**src/rtl/plugboard_mapper.sv**
```systemverilog
// Enigma plugboard: involutive 26-letter swap table with cable
// programming commands and a one-cycle pipelined letter lookup.
module plugboard_mapper #(
  parameter int MAX_PAIRS = 10
) (
  input  logic        CLOCK,
  input  logic        RESET,
  input  logic        PAIR_VALID,
  input  logic [25:0] PAIR_A,
  input  logic [25:0] PAIR_B,
  input  logic        CLEAR,
  output logic        PAIR_READY,
  output logic        PAIR_DONE,
  output logic        PAIR_ERROR,
  output logic [3:0]  PAIR_COUNT,
  input  logic        LETTER_VALID,
  input  logic [25:0] LETTER_IN,
  output logic [25:0] LETTER_OUT,
  output logic        LETTER_OUT_VALID
);

  typedef enum logic [1:0] {
    IDLE, UNPLUG, PLUG, DONE
  } state_t;

  state_t state, next;

  logic [4:0] partner [26];
  logic [4:0] nt [26];
  logic [4:0] a_q, b_q, pa, pb;
  logic [3:0] cnt_q;
  logic [4:0] ia, ib, lidx;
  logic [4:0] new_cnt;
  logic       pair_ok, fits;
  logic       a_plugged, b_extra;
  logic       letter_ok;
  logic       do_clear, accept, pair_err;

  function automatic logic is_onehot(logic [25:0] v);
    return (v != '0) && ((v & (v - 26'd1)) == '0);
  endfunction

  function automatic logic [4:0] to_idx(logic [25:0] v);
    logic [4:0] r;
    r = '0;
    for (int i = 0; i < 26; i++)
      if (v[i]) r = r | 5'(i);
    return r;
  endfunction

  always_comb begin
    ia        = to_idx(PAIR_A);
    ib        = to_idx(PAIR_B);
    lidx      = to_idx(LETTER_IN);
    letter_ok = is_onehot(LETTER_IN);
    pair_ok   = is_onehot(PAIR_A) && is_onehot(PAIR_B);
    a_plugged = partner[ia] != ia;
    // B's cable only counts separately when it is not A's own cable
    b_extra   = (ib != ia) && (partner[ib] != ib)
              && (partner[ib] != ia);
    new_cnt   = 5'(PAIR_COUNT) - 5'(a_plugged)
              - 5'(b_extra) + 5'(ia != ib);
    fits      = new_cnt <= 5'(MAX_PAIRS);
    do_clear  = (state == IDLE) && CLEAR;
    accept    = (state == IDLE) && !CLEAR && PAIR_VALID
              && pair_ok && fits;
    pair_err  = (state == IDLE) && !CLEAR && PAIR_VALID
              && !(pair_ok && fits);
  end

  // Post-command table, committed in one shot at PLUG->DONE
  always_comb begin
    nt = partner;
    pa = partner[a_q];
    pb = partner[b_q];
    nt[pa]  = pa;
    nt[pb]  = pb;
    nt[a_q] = a_q;
    nt[b_q] = b_q;
    if (a_q != b_q) begin
      nt[a_q] = b_q;
      nt[b_q] = a_q;
    end
  end

  always_ff @(posedge CLOCK or posedge RESET) begin
    if (RESET) state <= IDLE;
    else       state <= next;
  end

  always_comb begin
    next = state;
    unique case (state)
      IDLE:    if (accept) next = UNPLUG;
      UNPLUG:  next = PLUG;
      PLUG:    next = DONE;
      DONE:    next = IDLE;
      default: next = IDLE;
    endcase
  end

  assign PAIR_READY = (state == IDLE);

  always_ff @(posedge CLOCK or posedge RESET) begin
    if (RESET) begin
      for (int i = 0; i < 26; i++)
        partner[i] <= 5'(i);
      a_q              <= '0;
      b_q              <= '0;
      cnt_q            <= '0;
      PAIR_COUNT       <= '0;
      PAIR_DONE        <= 1'b0;
      PAIR_ERROR       <= 1'b0;
      LETTER_OUT       <= '0;
      LETTER_OUT_VALID <= 1'b0;
    end else begin
      PAIR_DONE  <= do_clear || (state == PLUG);
      PAIR_ERROR <= pair_err || (LETTER_VALID && !letter_ok);
      LETTER_OUT_VALID <= LETTER_VALID;
      if (LETTER_VALID)
        LETTER_OUT <= letter_ok ? (26'd1 << partner[lidx]) : '0;
      if (do_clear) begin
        for (int i = 0; i < 26; i++)
          partner[i] <= 5'(i);
        PAIR_COUNT <= '0;
      end else if (accept) begin
        a_q   <= ia;
        b_q   <= ib;
        cnt_q <= new_cnt[3:0];
      end
      if (state == PLUG) begin
        partner    <= nt;
        PAIR_COUNT <= cnt_q;
      end
    end
  end

endmodule

```
**config.mk**
```make
export PLATFORM = sky130hd
export DESIGN_NAME = plugboard_mapper
export DESIGN_NICKNAME = d
export VERILOG_FILES = /design/src/rtl/plugboard_mapper.sv
export SDC_FILE = /design/constraint.sdc
export NUM_CORES = 1
export LEC_CHECK = 0
export ABC_CLOCK_PERIOD_IN_PS = 13900
export CAP_MARGIN = 20
export CORE_MARGIN = 2
export CORE_UTILIZATION = 46
export DETAILED_ROUTE_END_ITERATION = 16
export PLACE_DENSITY = 0.72
export SETUP_SLACK_MARGIN = 0.05
export SLEW_MARGIN = 20
export SYNTH_ARGS = -nofsm -noshare
export SYNTH_HDL_FRONTEND = slang
export SYNTH_SLANG_ARGS = --single-unit
```
**constraint.sdc**
```tcl
create_clock -name CLOCK -period 13.9 [get_ports CLOCK]
set_input_delay 2.085 -clock CLOCK [delete_from_list [all_inputs] [get_ports CLOCK]]
set_output_delay 2.085 -clock CLOCK [all_outputs]
set_load 0.05 [all_outputs]
```
==> flow_metrics.py <==
metrics = {
    "run_status": {
        "status": "complete, no violations",
    },
    "critical_path": {
        "rrSetupSlack_ns": 7.37,
        "worst-endpoint-required_ns": 14.25,
        "r2r_start": "partner[41]",
        "end_kind": "register",
        "crit_path_max_fanout": 20,
        "regToRegEndpoint": "a_q[4]",
        "crit_path_start_kind": "input port",
        "crit_arrival_ns": 9.85,
        "path_class": "in -> reg",
        "ff2ff_path_depth": 23,
    },
    "synthesis": {
        "synthFlopType": "dfrtp_1",
        "ys_ff_latch": 179,
        "synth_edf_count": 0,
        "syn_area_per_cell_um2": 8.245,
        "synthesis.area_um2": 17000,
        "synthCells": 2062,
        "synth_top_area_frac": 0.1796,
        "yosysSeqAreaShare": 0.2677,
        "synth.distinct_cells": 88,
        "synthArstFlopShare": 1.000,
        "synth_area_leaders": "dfrtp_1 (18%), dfstp_2 (8.8%), mux2i_1 (8.8%)",
        "yosysWarningCount": 0,
        "synth_nets": 2154,
        "yosysTopAreaCell": "dfrtp_1",
    },
    "floorplanning": {
        "die_w_um": 196.3,
        "chipHeight_um": 196.3,
        "io_pins": 117,
        "initial_core_util": 0.4655,
        "num_rows": 70,
        "die-area_um2": 38510,
        "core_um2": 36520,
    },
    "layout": {
        "seq_area_um2": 4563,
        "fin_nets": 2180,
        "fillCellCount": 3514,
        "area_growth_pct": 11.66,
        "layout-drive-gt1-share": 0.1180,
        "multiInputGateArea_um2": 11430,
    },
    "sta": {
        "hold_viol_final": 0,
        "setup_viol": 0,
        "fmax_mhz": 105.2,
        "skew_ns": 0.02126,
        "final_max_slew_viol_count": 0,
        "rsz0062_at_grt": "no",
        "setup_ws_ns": 4.397,
        "max_slew_margin": 0.2349,
        "period_share": 0.6837,
        "min_period_ns": 9.503,
        "setup_tns_ns": 0,
        "tightest_slew_ns": 1.143,
    },
    "place": {
        "hpwl_um": 58470,
        "gp_congestion": 1.068,
        "detailedPlace.worstSlack_ns": 3.997,
        "port_buffers": 116,
    },
    "cts": {
        "clock_sinks": 179,
        "cts_buffers": 17,
        "path_clk_slew_ns": 0.07,
        "clock_path_buffers": 2,
        "clock_latency_ns": 0.48,
        "cts_setup_buffers": 0,
        "cts_hold_buf": 0,
        "cts-root-buf": "clkbuf_16",
        "postCtsResizedCells": 0,
        "cts_tree": "yes",
        "cts_htree_levels": 4,
    },
    "detailed_routing": {
        "drt-vias-per-instance": 7.580,
        "remaining_drc_errors": 0,
        "initialDrtViolationCount": 3003,
        "first_pass_iters": 6,
        "vias": 19490,
        "ant_nets": 0,
        "wl_um": 81120,
        "drt-wirelength-per-cell_um": 31.55,
    },
    "min_path": {
        "hp-class": "reg -> reg",
        "hold_end": "PAIR_COUNT[0]",
        "hp-start": "cnt_q[0]",
        "hold_depth": 2,
    },
    "power": {
        "powerDensity_nw_per_um2": 58.46,
        "ir_worst_vdd_v": 0.00008958,
        "cellLeakagePower_nw": 7.132,
    },
    "grt": {
        "antenna_found_initial": 2,
        "met3_usage": 0.1430,
        "track_usage": 0.4157,
        "met1_usage": 0.5410,
        "grt_first_pass_wirelength_um": 119500,
        "grt_max_degree": 72,
        "grt_use_met2": 0.5917,
        "grt_most_used_layer": "met2",
        "grt_pass1_vias": 18320,
        "grt_overflow": 0,
    },
    "job": {
        "maxCapViolations": 0,
    },
}
## cell usage after synthesis (all sizes together) (12+ instances only)
master / count
xnor2: 12
o32ai: 13
dfrtp: 122
o22ai: 110
o221ai: 18
dfstp: 57
o22a: 16
a2bb2oi: 17
inv: 96
a31oi: 16
mux2: 14
o2bb2ai: 20
nor2: 177
nand2b: 13
nand4: 23
a21oi: 96
nand2: 249
mux2i: 149
o211ai: 23
a211oi: 24
o21ai: 111
mux4: 60
a41oi: 17
and3: 12
nor4: 43
and2: 12
buf: 47
or4: 20
a22oi: 56
or3: 15
or2: 12
clkbuf: 100
a221oi: 12
nand3: 57
nor3: 53
## worst max-delay path by stage
| stage | startpoint | end | cells after the start |
|---|---|---|---|
| 3_3_place_gp | PAIR_B[15] | b_q[1] | 25 |
| 2_1_floorplan | PAIR_B[15] | a_q[4] | 27 |
| 5_1_grt | PAIR_B[15] | a_q[4] | 25 |
| 3_5_place_dp | PAIR_B[15] | b_q[1] | 25 |
| 4_1_cts | PAIR_B[15] | b_q[1] | 25 |
| 6_report | PAIR_B[15] | a_q[4] | 25 |
## cells by family (layout without fill, tap and decap cells)
group / after synthesis / in the layout / synth area share
muxes: 223 / 223 / 0.1771
other: 0 / 2 / 0
adders and majority gates: 16 / 16 / 0.01170
xor gates and xnor gates: 19 / 19 / 0.009788
AOI/OAI and AO/OA: 665 / 665 / 0.2719
and+or+nand+nor: 715 / 715 / 0.2003
DFF: 179 / 179 / 0.2677
buffers and inverters: 245 / 284 / 0.06145
## routing by layer
layer | up-vias | wire, um
met5 | - | 33
met1 | 9360 | 30200
met2 | 1697 | 33270
li1 | 8042 | -
met3 | 388 | 11710
met4 | 2 | 5907
## state kept, by name, indices dropped and copies added (netlist names)
register,flops
PAIR_DONE,1
LETTER_OUT_VALID,1
a_q,5
b_q,5
state,2
PAIR_COUNT,4
PAIR_ERROR,1
cnt_q,4
partner,130
LETTER_OUT,26
## where the power goes
part           switching, mW  leakage (nW)  internal, mW
Combinational         0.0520          4.59        0.0339
Sequential          0.000121          2.26         0.522
Clock                  0.243         0.279         0.259
Total                  0.295          7.13         0.815
## final cells by class
type | count | share of cell area
antenna | 2 | 0.0002636
clock buffer | 19 | 0.02386
clock inverter | 13 | 0.006591
inverter | 97 | 0.01944
multi-input combinational | 1638 | 0.6021
sequential | 179 | 0.2404
tap | 468 | 0.03084
timing repair buffer | 155 | 0.07658
## critical path, stage by stage
cell	delay, ns
clkdlybuf4s50_1	0.56
or4_1	0.66
or3_1	0.76
mux2i_1	0.22
a2111oi_0	0.48
a41oi_1	0.10
a22oi_1	0.35
xnor2_1	0.10
or4_1	0.51
o311a_1	0.22
fa_1	0.42
ha_1	0.28
inv_1	0.05
ha_1	0.16
inv_1	0.06
fa_1	0.40
xor2_1	0.21
a21oi_1	0.10
a211oi_1	0.19
nand3_1	0.10
a2111oi_0	0.35
o2111ai_1	0.24
nor4_4	0.44
nand4_4	0.37
mux2_4	0.41
## placed cells by master (no fill, tap or decap), types with 13 or more instances in the layout
cell type	n
nand4_1	22
nand2_1	249
a22oi_1	56
or4_1	16
a2bb2oi_1	17
o211ai_1	23
a21oi_1	95
nor4_1	40
nand3_1	55
o22a_1	15
a41oi_1	17
o221ai_1	18
dfrtp_1	116
nand2b_1	13
nor3_1	53
a31oi_1	16
dfstp_2	57
o32ai_1	13
a211oi_1	24
inv_1	95
o2bb2ai_1	20
buf_4	39
o21ai_0	110
mux4_2	60
mux2i_1	149
o22ai_1	110
nor2_1	177
clkdlybuf4s50_1	116
clkbuf_16	17
or3_1	13
## stage by stage
step | hold WS (ns) | cells | power, mW | cell area [um2] | utilization
after CTS | 0.5001 | 2569 | 1.110 | 18980 | 0.5197
final | 0.4982 | 2571 | 1.110 | 18980 | 0.5198
after global placement | 0.4740 | 2537 | 0.6147 | 18400 | 0.5038
after global routing | 0.5258 | 2569 | 1.138 | 18980 | 0.5197
after detailed placement | 0.4810 | 2537 | 0.6159 | 18400 | 0.5038
after floorplan | 0.4476 | 2062 | 0.5659 | 17000 | -
Power figures use the tool's default switching activity.
